`config.mk`:
```
export PLATFORM = sky130hd
export DESIGN_NAME = program_loader
export DESIGN_NICKNAME = d
export VERILOG_FILES = /design/src/rtl/program_loader.sv
export SDC_FILE = /design/constraint.sdc
export NUM_CORES = 1
export LEC_CHECK = 0
export CAP_MARGIN = 10
export CORE_UTILIZATION = 40
export CTS_CLUSTER_DIAMETER = 30
export DETAILED_ROUTE_END_ITERATION = 7
export PLACE_DENSITY = 0.71
export SLEW_MARGIN = 20
export SYNTH_ARGS = -nofsm -noshare
export SYNTH_HDL_FRONTEND = slang
export SYNTH_SLANG_ARGS = --single-unit
```
`constraint.sdc`:
```
create_clock -name clk -period 1.6 [get_ports clk]
set_clock_uncertainty 0.05 [all_clocks]
set_input_delay 0.16 -clock clk [delete_from_list [all_inputs] [get_ports clk]]
set_output_delay 0.16 -clock clk [all_outputs]
set_load 0.02 [all_outputs]
```
`src/rtl/program_loader.sv`:
```
// Streams 16-bit instruction words into a byte-wide program memory, low byte first,
// until the halt sentinel is stored or the top of the address space is reached.
module program_loader #(
  parameter logic [7:0]  BASE_ADDR = 8'h00,
  parameter logic [15:0] HALT_WORD = 16'hFFFF
) (
  input  logic        clk,
  input  logic        rst,
  input  logic        in_clear,
  input  logic        in_valid,
  input  logic [15:0] in_word,
  output logic        in_ready,
  output logic [7:0]  Address,
  output logic [7:0]  Data,
  output logic        Mem_WR,
  output logic        Mem_CS,
  output logic [7:0]  word_count,
  output logic        done,
  output logic        full
);

  typedef enum logic [2:0] {
    IDLE  = 3'd0,
    WR_LO = 3'd1,
    WR_HI = 3'd2,
    DONE  = 3'd3,
    FULL  = 3'd4
  } state_t;

  state_t      state_r;
  state_t      state_nxt_s;
  logic [7:0]  addr_r;
  logic [7:0]  addr_nxt_s;
  logic [7:0]  count_nxt_s;
  logic [15:0] buf_r;
  logic [15:0] buf_nxt_s;

  function automatic logic is_write(input state_t s);
    case (s)
      WR_LO:   is_write = 1'b1;
      WR_HI:   is_write = 1'b1;
      default: is_write = 1'b0;
    endcase
  endfunction

  function automatic logic [7:0] byte_for(input state_t s, input logic [15:0] w);
    case (s)
      WR_LO:   byte_for = w[7:0];
      WR_HI:   byte_for = w[15:8];
      default: byte_for = 8'h00;
    endcase
  endfunction

  assign in_ready = (state_r == IDLE) && !in_clear;
  assign Address  = addr_r;

  // Next-state, pointer, counter and buffer computation
  always_comb begin
    state_nxt_s = state_r;
    addr_nxt_s  = addr_r;
    count_nxt_s = word_count;
    buf_nxt_s   = buf_r;
    case (state_r)
      IDLE: begin
        if (in_valid && !in_clear) begin
          buf_nxt_s   = in_word;
          state_nxt_s = WR_LO;
        end else begin
          state_nxt_s = IDLE;
        end
      end
      WR_LO: begin
        addr_nxt_s  = addr_r + 8'd1;
        state_nxt_s = WR_HI;
      end
      WR_HI: begin
        addr_nxt_s  = addr_r + 8'd1;
        count_nxt_s = word_count + 8'd1;
        // The sentinel wins even when it lands in the last two bytes.
        if (buf_r == HALT_WORD) begin
          state_nxt_s = DONE;
        end else if (addr_r == 8'hFF) begin
          state_nxt_s = FULL;
        end else begin
          state_nxt_s = IDLE;
        end
      end
      DONE:    state_nxt_s = DONE;
      FULL:    state_nxt_s = FULL;
      default: state_nxt_s = IDLE;
    endcase
    if (in_clear) begin
      state_nxt_s = IDLE;
      addr_nxt_s  = BASE_ADDR;
      count_nxt_s = 8'd0;
    end else begin
      buf_nxt_s = buf_nxt_s;
    end
  end

  // State registers plus memory-side outputs decoded from the next state
  always_ff @(posedge clk) begin
    if (rst) begin
      state_r    <= IDLE;
      addr_r     <= BASE_ADDR;
      word_count <= 8'd0;
      buf_r      <= 16'h0000;
      Mem_CS     <= 1'b1;
      Mem_WR     <= 1'b0;
      Data       <= 8'h00;
      done       <= 1'b0;
      full       <= 1'b0;
    end else begin
      state_r    <= state_nxt_s;
      addr_r     <= addr_nxt_s;
      word_count <= count_nxt_s;
      buf_r      <= buf_nxt_s;
      Mem_CS     <= !is_write(state_nxt_s);
      Mem_WR     <= is_write(state_nxt_s);
      Data       <= byte_for(state_nxt_s, buf_nxt_s);
      done       <= (state_nxt_s == DONE);
      full       <= (state_nxt_s == FULL);
    end
  end

endmodule
```
==> reports/qor.yml, run 1 <==
floorplan:
  die-area_sq_um: 4900
  dieWidth_microns: 70.0
  io_pins: 49
  initial_core_util: 0.422
  die_h_microns: 70.0
  rows: 24
  core-area_sq_um: 4380
run_status:
  status: "finished clean"
clock_tree:
  cts.sinks: 47
  clock_latency_ps: 300
  clock-root-buffer: "clkbuf_8"
  cts_max_path_buffers: 2
  path_clk_slew_ps: 80
  cts.hold.buffers_added: 0
  cts_tree: "built"
  htreeDepth: 2
  numCtsBuffers: 5
global_route:
  grt_pass1_vias: 1460
  use_met1: 0.226
  grt_max_degree: 18
  track_usage: 0.171
  grt-busiest-layer: "met2"
  gr-total-overflow: 0
  grt_use_met2: 0.255
  grt_pass1_wl_mm: 6.60
  antenna_found_initial: 0
  use_met3: 0.0447
setup_path:
  worst-path-max-fanout: 5
  critPathMaxStageDelay_ps: 370
  path_common_cell: "or3_4"
  cp-end-kind: "flip-flop"
  critical_path_required_ps: 1780
  path_class: "flip-flop to flip-flop"
  cp-start-kind: "flip-flop"
  crit_path_start: "state_r[1]$_SDFF_PP0_"
  path_cells: "buf_6 -> xnor2_4 -> or3_4 -> or3_4 -> a21oi_2"
  critPathSlowestCell: "or3_4"
  crit_arrival_ps: 1760
  reg2reg_from: "state_r[1]$_SDFF_PP0_"
yosys:
  synth_largest_area_cell: "dfxtp_1"
  synth_top_area_frac: 0.509
  synth_fp_nets: 221
  synth.distinct_cells: 34
  synthTopCellsByArea: "dfxtp_1 51%, nand2_1 7.7%, a21oi_1 5.7%"
  seq_area_frac_synth: 0.509
  syn_inst: 199
  synth_area_sq_um: 1850
  yosysWarnings: 0
  ys_ff_latch: 47
  synth.avg_cell_area_sq_um: 9.29
hold_path:
  hold_path.class: "primary input to flip-flop"
  hold_start: "in_word[11]"
timing:
  setup_slack_ps: 19.9
  fmax_mhz: 633
  setup-violations-final: 0
  relSlewSlack: 0.722
  min_period_ps: 1580
  finalHoldViolCount: 0
  final.period_utilization: 0.988
  timing.hold.ws_ps: 357
  slew_viol_final: 0
  tightestPinTransition_ps: 411
drt:
  vias: 1632
  wl_mm: 4.17
  drc_errors: 0
  dr.first_iter.drc_count: 84
  routed_via_density: 5.15
  drt-wirelength-per-cell_microns: 13.1
  drtAntennaViolNets: 0
  dr.pass1.iters: 4
finish:
  most-common-layout-cells: "45 x dfxtp_1, 42 x clkdlybuf4s50_1, 38 x nand2_1"
  fillCellCount: 388
  finalNetCount: 286
  final_common_cell: "dfxtp_1"
  antennaDiodeCount: 0
  area_growth_pct: 41.8
  drive_above_1_share: 0.155
flow_run:
  maxCapViolations: 0
power:
  power.density_nw_per_um2: 802
  p_leak_nw: 0.999
  ir_drop_v: 0.000428
placement:
  portBuffers: 48
  place_congestion: 0.867
  dpl.hpwl_mm: 2.98
  dp_slack_ps: -215
-- critical path: cells and delay by family, from the launching register on --
| family | cells | cell delay (ps) |
|---|---|---|
| AND/OR/NAND/NOR | 2 | 740 |
| flip-flops | 1 | 330 |
| AO/OA/AOI/OAI | 1 | 150 |
| buffers and inverters | 1 | 130 |
| XOR/XNOR | 1 | 120 |
-- area by class of cell --
class / count / area, sq um / area share
tap: 52 / 65.1 / 0.0248
clock buffer: 7 / 76.3 / 0.0291
timing repair buffer: 70 / 669 / 0.255
multi-input combinational: 138 / 853 / 0.326
clock inverter: 1 / 5.00 / 0.00191
sequential: 47 / 943 / 0.360
inverter: 2 / 7.51 / 0.00287
-- registers in the layout (all words and copies together), names as in the netlist --
name	flops
done	1
word_count	8
Mem_CS	1
full	1
state_r	3
Address	8
Data	8
Mem_WR	1
buf_r	16
-- power breakdown --
part | internal [mW] | total, mW | switching, mW
sequential | 1.20 | 1.22 | 0.0188
combinational | 0.108 | 0.201 | 0.0928
clock | 0.307 | 0.684 | 0.377
-- metrics by stage --
| stage | TNS [ps] | instances | total power [mW] | utilization | cell area [sq um] |
|---|---|---|---|---|---|
| after floorplan | 0 | 199 | 1.33 | - | 1860 |
| after global placement | -1810 | 309 | 1.44 | 0.573 | 2510 |
| after detailed placement | -2650 | 309 | 1.45 | 0.573 | 2510 |
| after CTS | 0 | 317 | 2.12 | 0.591 | 2590 |
| after global routing | -7.53 | 317 | 2.20 | 0.598 | 2620 |
| final | 0 | 317 | 2.10 | 0.598 | 2620 |
-- what timing repair did --
action	CTS	global route
endpoints found under the hold margin	0	0
resized for setup	3	9
setup buffers	0	0
pin swaps	0	1
endpoints found under the setup margin	3	5
-- final timing paths --
kind / end / slack (ps) / depth (start not counted)
worst min-delay path: buf_r[11]$_SDFF_PP0_ / 360 / 3
worst max-delay path: Address[7]$_SDFFE_PP0P_ / 20 / 5
worst max register to register: Address[7]$_SDFFE_PP0P_ / 20 / 5
worst min register to register: buf_r[6]$_SDFF_PP0_ / 410 / 2
-- cell usage after synthesis, drive strengths merged --
| master | count |
|---|---|
| xnor2 | 8 |
| nand4 | 9 |
| xor2 | 6 |
| a21oi | 21 |
| dfxtp | 47 |
| or3 | 3 |
| buf | 4 |
| mux2i | 1 |
| nor2b | 1 |
| clkbuf | 8 |
| nor2 | 17 |
| or2 | 2 |
| nor3 | 2 |
| inv | 2 |
| ha | 2 |
| nor3b | 2 |
| o21ai | 4 |
| nand2 | 39 |
| and2 | 1 |
| nor4b | 3 |
| nand4b | 1 |
| nor4 | 4 |
| nand3 | 1 |
| a32o | 8 |
| and3 | 2 |
| a211oi | 1 |
-- layer usage --
layer,share of wire,up-vias,routed length (microns)
li1,-,819,-
met1,0.44,756,1850
met2,0.47,43,1970
met3,0.047,14,194
met4,0.034,0,142
met5,0,-,0
-- kinds of logic (layout without fill, tap and decap cells) --
kind of cell               Yosys count  after routing  share of synthesized area
and+or+nand+nor                     87             87                      0.242
buffers and inverters               14             80                     0.0379
adders and majority gates            2              2                     0.0135
DFF                                 47             47                      0.509
AOI/OAI and AO/OA                   34             34                      0.115
xor gates and xnor gates            14             14                     0.0765
muxes                                1              1                    0.00542
Note: power is estimated with default switching activity, not from simulation.
==> run 2, diff against run 1 <==
- ABC_AREA: not set -> 1
- PLACE_DENSITY: 0.71 -> 0.7
==> reports/qor.yml, run 2 <==
run_status:
  status: "finished, violations left"  # was finished clean
  violations: "DRC"
drt:
  drc_errors: 2  # was 0
  dr.pass1.iters: 8  # was 4
  wl_mm: 4.00  # was 4.17 mm
  drt-wirelength-per-cell_microns: 10.8  # was 13.1 microns
  wl_met3_microns: 189  # was 194 microns
  dr_wl_met2_mm: 1.81  # was 1.97 mm
  vias: 1732  # was 1,632
  routed_via_density: 4.67  # was 5.15
  top_layer: "met4"  # unchanged
  wl_met1_mm: 1.92  # was 1.85 mm
  dr.first_iter.drc_count: 119  # was 84
  drtAntennaViolNets: 0  # unchanged
finish:
  drive_above_1_share: 0.100  # was 0.155
  fin_cells: 371  # was 317
  final_common_cell: "nand2_1"  # was dfxtp_1
  antennaDiodeCount: 0  # unchanged
  finalNetCount: 340  # was 286
  largest_register_ffs: 16  # unchanged
  fillCellCount: 401  # was 388
  design_area_sq_um: 2640  # was 2620 sq um
  most-common-layout-cells: "51 x nand2_1, 46 x dfxtp_1, 44 x clkdlybuf4s50_1"  # was 45 x dfxtp_1, 42 x clkdlybuf4s50_1, 38 x nand2_1
  largest_register: "buf_r"  # unchanged
  area_growth_pct: 38.8  # was 41.8%
setup_path:
  critPathSlowestCell: "clkdlybuf4s50_1"  # was or3_4
  cp-start-kind: "flip-flop"  # unchanged
  path_class: "flip-flop to output pin"  # was flip-flop to flip-flop
  worst-path-max-fanout: 5  # unchanged
  path_cells: "clkdlybuf4s50_1"  # was buf_6 -> xnor2_4 -> or3_4 -> or3_4 -> a21oi_2
  path_delay_family: "buffers and inverters"  # was simple AND/OR/NAND/NOR gates
  crit_arrival_ps: 1350  # was 1760 ps
  cp-end-kind: "output pin"  # was flip-flop
  worst-path-stages: 1  # was 5
  worst-path-buf-inv: 1  # unchanged
  critPathMaxStageDelay_ps: 630  # was 370 ps
  worstRegToRegCells: 8  # was 5
  critical_path_required_ps: 1390  # was 1780 ps
timing:
  timing.hold.ws_ps: 402  # was 357 ps
  fin_tns_setup_ps: 0  # unchanged
  setup-violations-final: 0  # unchanged
  tightestPinTransition_ps: 359  # was 411 ps
  min_period_ps: 1560  # was 1580 ps
  slew_viol_final: 0  # unchanged
  fmax_mhz: 643  # was 633 MHz
  final.period_utilization: 0.972  # was 0.988
  finalHoldViolCount: 0  # unchanged
  relSlewSlack: 0.760  # was 0.722
global_route:
  track_usage: 0.175  # was 0.171
  grt_max_degree: 20  # was 18
  antenna_found_initial: 0  # unchanged
  grt_pass1_vias: 1536  # was 1,460
  grt_pass1_wl_mm: 6.79  # was 6.60 mm
  gr-total-overflow: 0  # unchanged
clock_tree:
  cts.hold.buffers_added: 0  # unchanged
  clock_latency_ps: 300  # about the same
  clock-root-buffer: "clkbuf_8"  # unchanged
  postCtsSetupBuffers: 0  # unchanged
  path_clk_slew_ps: 80  # about the same
  numCtsBuffers: 5  # unchanged
  cts_tree: "built"  # unchanged
  cts_max_path_buffers: 2  # unchanged
  htreeDepth: 2  # unchanged
  cts.sinks: 47  # unchanged
hold_path:
  hold_path.class: "primary input to flip-flop"  # unchanged
  hold_path_depth: 3  # unchanged
yosys:
  synth.distinct_cells: 26  # was 34
  seq_area_frac_synth: 0.494  # was 0.509
  async_flop_share: 0  # unchanged
  synth_fp_nets: 279  # was 221
  yosys-top-cells-count: "51 x nand2_1, 47 x dfxtp_1, 43 x nor2_1"  # was 47 x dfxtp_1, 38 x nand2_1, 21 x a21oi_1
  synth_largest_area_cell: "dfxtp_1"  # unchanged
  synth.avg_cell_area_sq_um: 7.41  # was 9.29 sq um
  synthTopCellsByArea: "dfxtp_1 49%, nand2_1 10%, nor2_1 8.5%"  # was dfxtp_1 51%, nand2_1 7.7%, a21oi_1 5.7%
  synth.most_common_cell: "nand2_1"  # was dfxtp_1
  syn_inst: 257  # was 199
  synth_area_sq_um: 1900  # was 1850 sq um
  synth_edf_count: 0  # unchanged
  synth_top_area_frac: 0.494  # was 0.509
  yosysWarnings: 0  # unchanged
  ys_ff_latch: 47  # unchanged
  synthFlopType: "dfxtp_1"  # unchanged
placement:
  dp.cells: 363  # was 309
  placed_cell_area_sq_um: 2500  # was 2510 sq um
  dpl.hpwl_mm: 2.95  # was 2.98 mm
  portBuffers: 48  # unchanged
  place_congestion: 0.791  # was 0.867
power:
  p_leak_nw: 1.16  # was 0.999 nW
  ir_drop_v: 0.000430  # was 0.000428 V
  power.density_nw_per_um2: 887  # was 802 nW/um^2
flow_run:
  maxCapViolations: 0  # unchanged
floorplan:
  core-area_sq_um: 4470  # was 4380 sq um
  die_h_microns: 71  # was 70.0 microns
  dieWidth_microns: 71  # was 70.0 microns
  rows: 24  # unchanged
  io_pins: 49  # unchanged
  die-area_sq_um: 5040  # was 4900 sq um
  initial_core_util: 0.426  # was 0.422
run 2: cell count changes in the layout (fill, tap and decap cells not counted), sizes merged, moves of 6 or more:
cell and delta:
inv +36, nor2 +26, o21ai +19, nand2 +14, buf -10, a32o -8
xnor2 -8, nand3 +6, nand4 -6, nor3 +6, xor2 -6
run 2: final timing paths:
kind	slack [ps]	start	endpoint
setup / recovery	40	word_count[0]$_SDFFE_PP0P_	word_count[0]
hold / removal	400	in_word[4]	buf_r[4]$_SDFF_PP0_
setup reg to reg	170	state_r[2]$_SDFF_PP0_	word_count[6]$_SDFFE_PP0P_
hold reg to reg	410	word_count[7]$_SDFFE_PP0P_	word_count[7]$_SDFFE_PP0P_
run 2: per-stage QoR:
step / setup WS, ps / utilization / total power, mW
after floorplan: 94.4 / - / 1.37
after global placement: -49.1 / 0.558 / 1.47
after detailed placement: -56.7 / 0.558 / 1.47
after CTS: 1.00 / 0.584 / 2.36
after global routing: -57.2 / 0.591 / 2.44
final: 44.8 / 0.591 / 2.35
run 2: layout make-up:
cell class / count / area, sq um / share of cell area
Sequential cell: 47 / 942 / 0.356
Multi-Input combinational cell: 166 / 781 / 0.295
Timing Repair Buffer: 60 / 593 / 0.224
Inverter: 38 / 145 / 0.0549
Clock buffer: 6 / 82.6 / 0.0312
Tap cell: 52 / 65.1 / 0.0246
Clock inverter: 2 / 35.0 / 0.0133
run 2: power breakdown:
part	leakage (nW)	internal (mW)	switching [mW]
Combinational	0.714	0.110	0.111
Clock	0.0612	0.506	0.396
Sequential	0.383	1.21	0.0171
Total	1.16	1.82	0.524
run 2: cells by family (layout without fill, tap and decap cells):
family | count (synthesis) | after routing | share of synthesized area
DFF | 47 | 47 | 0.494
AOI/OAI and AO/OA | 48 | 48 | 0.135
adders and majority gates | 2 | 2 | 0.0131
buffers and inverters | 44 | 106 | 0.103
and+or+nand+nor | 116 | 116 | 0.254
run 2: metal layers:
| layer | GRT usage | up-vias |
|---|---|---|
| met5 | 0 | - |
| met2 | 0.276 | 35 |
| met1 | 0.219 | 754 |
| met3 | 0.0484 | 7 |
| li1 | - | 936 |
| met4 | 0.0889 | 0 |
run 2: timing repair:
item                                    in CTS  in global routing
hold endpoints to repair                     0                  0
resized for setup                            1                  9
endpoints found under the setup margin       1                 11
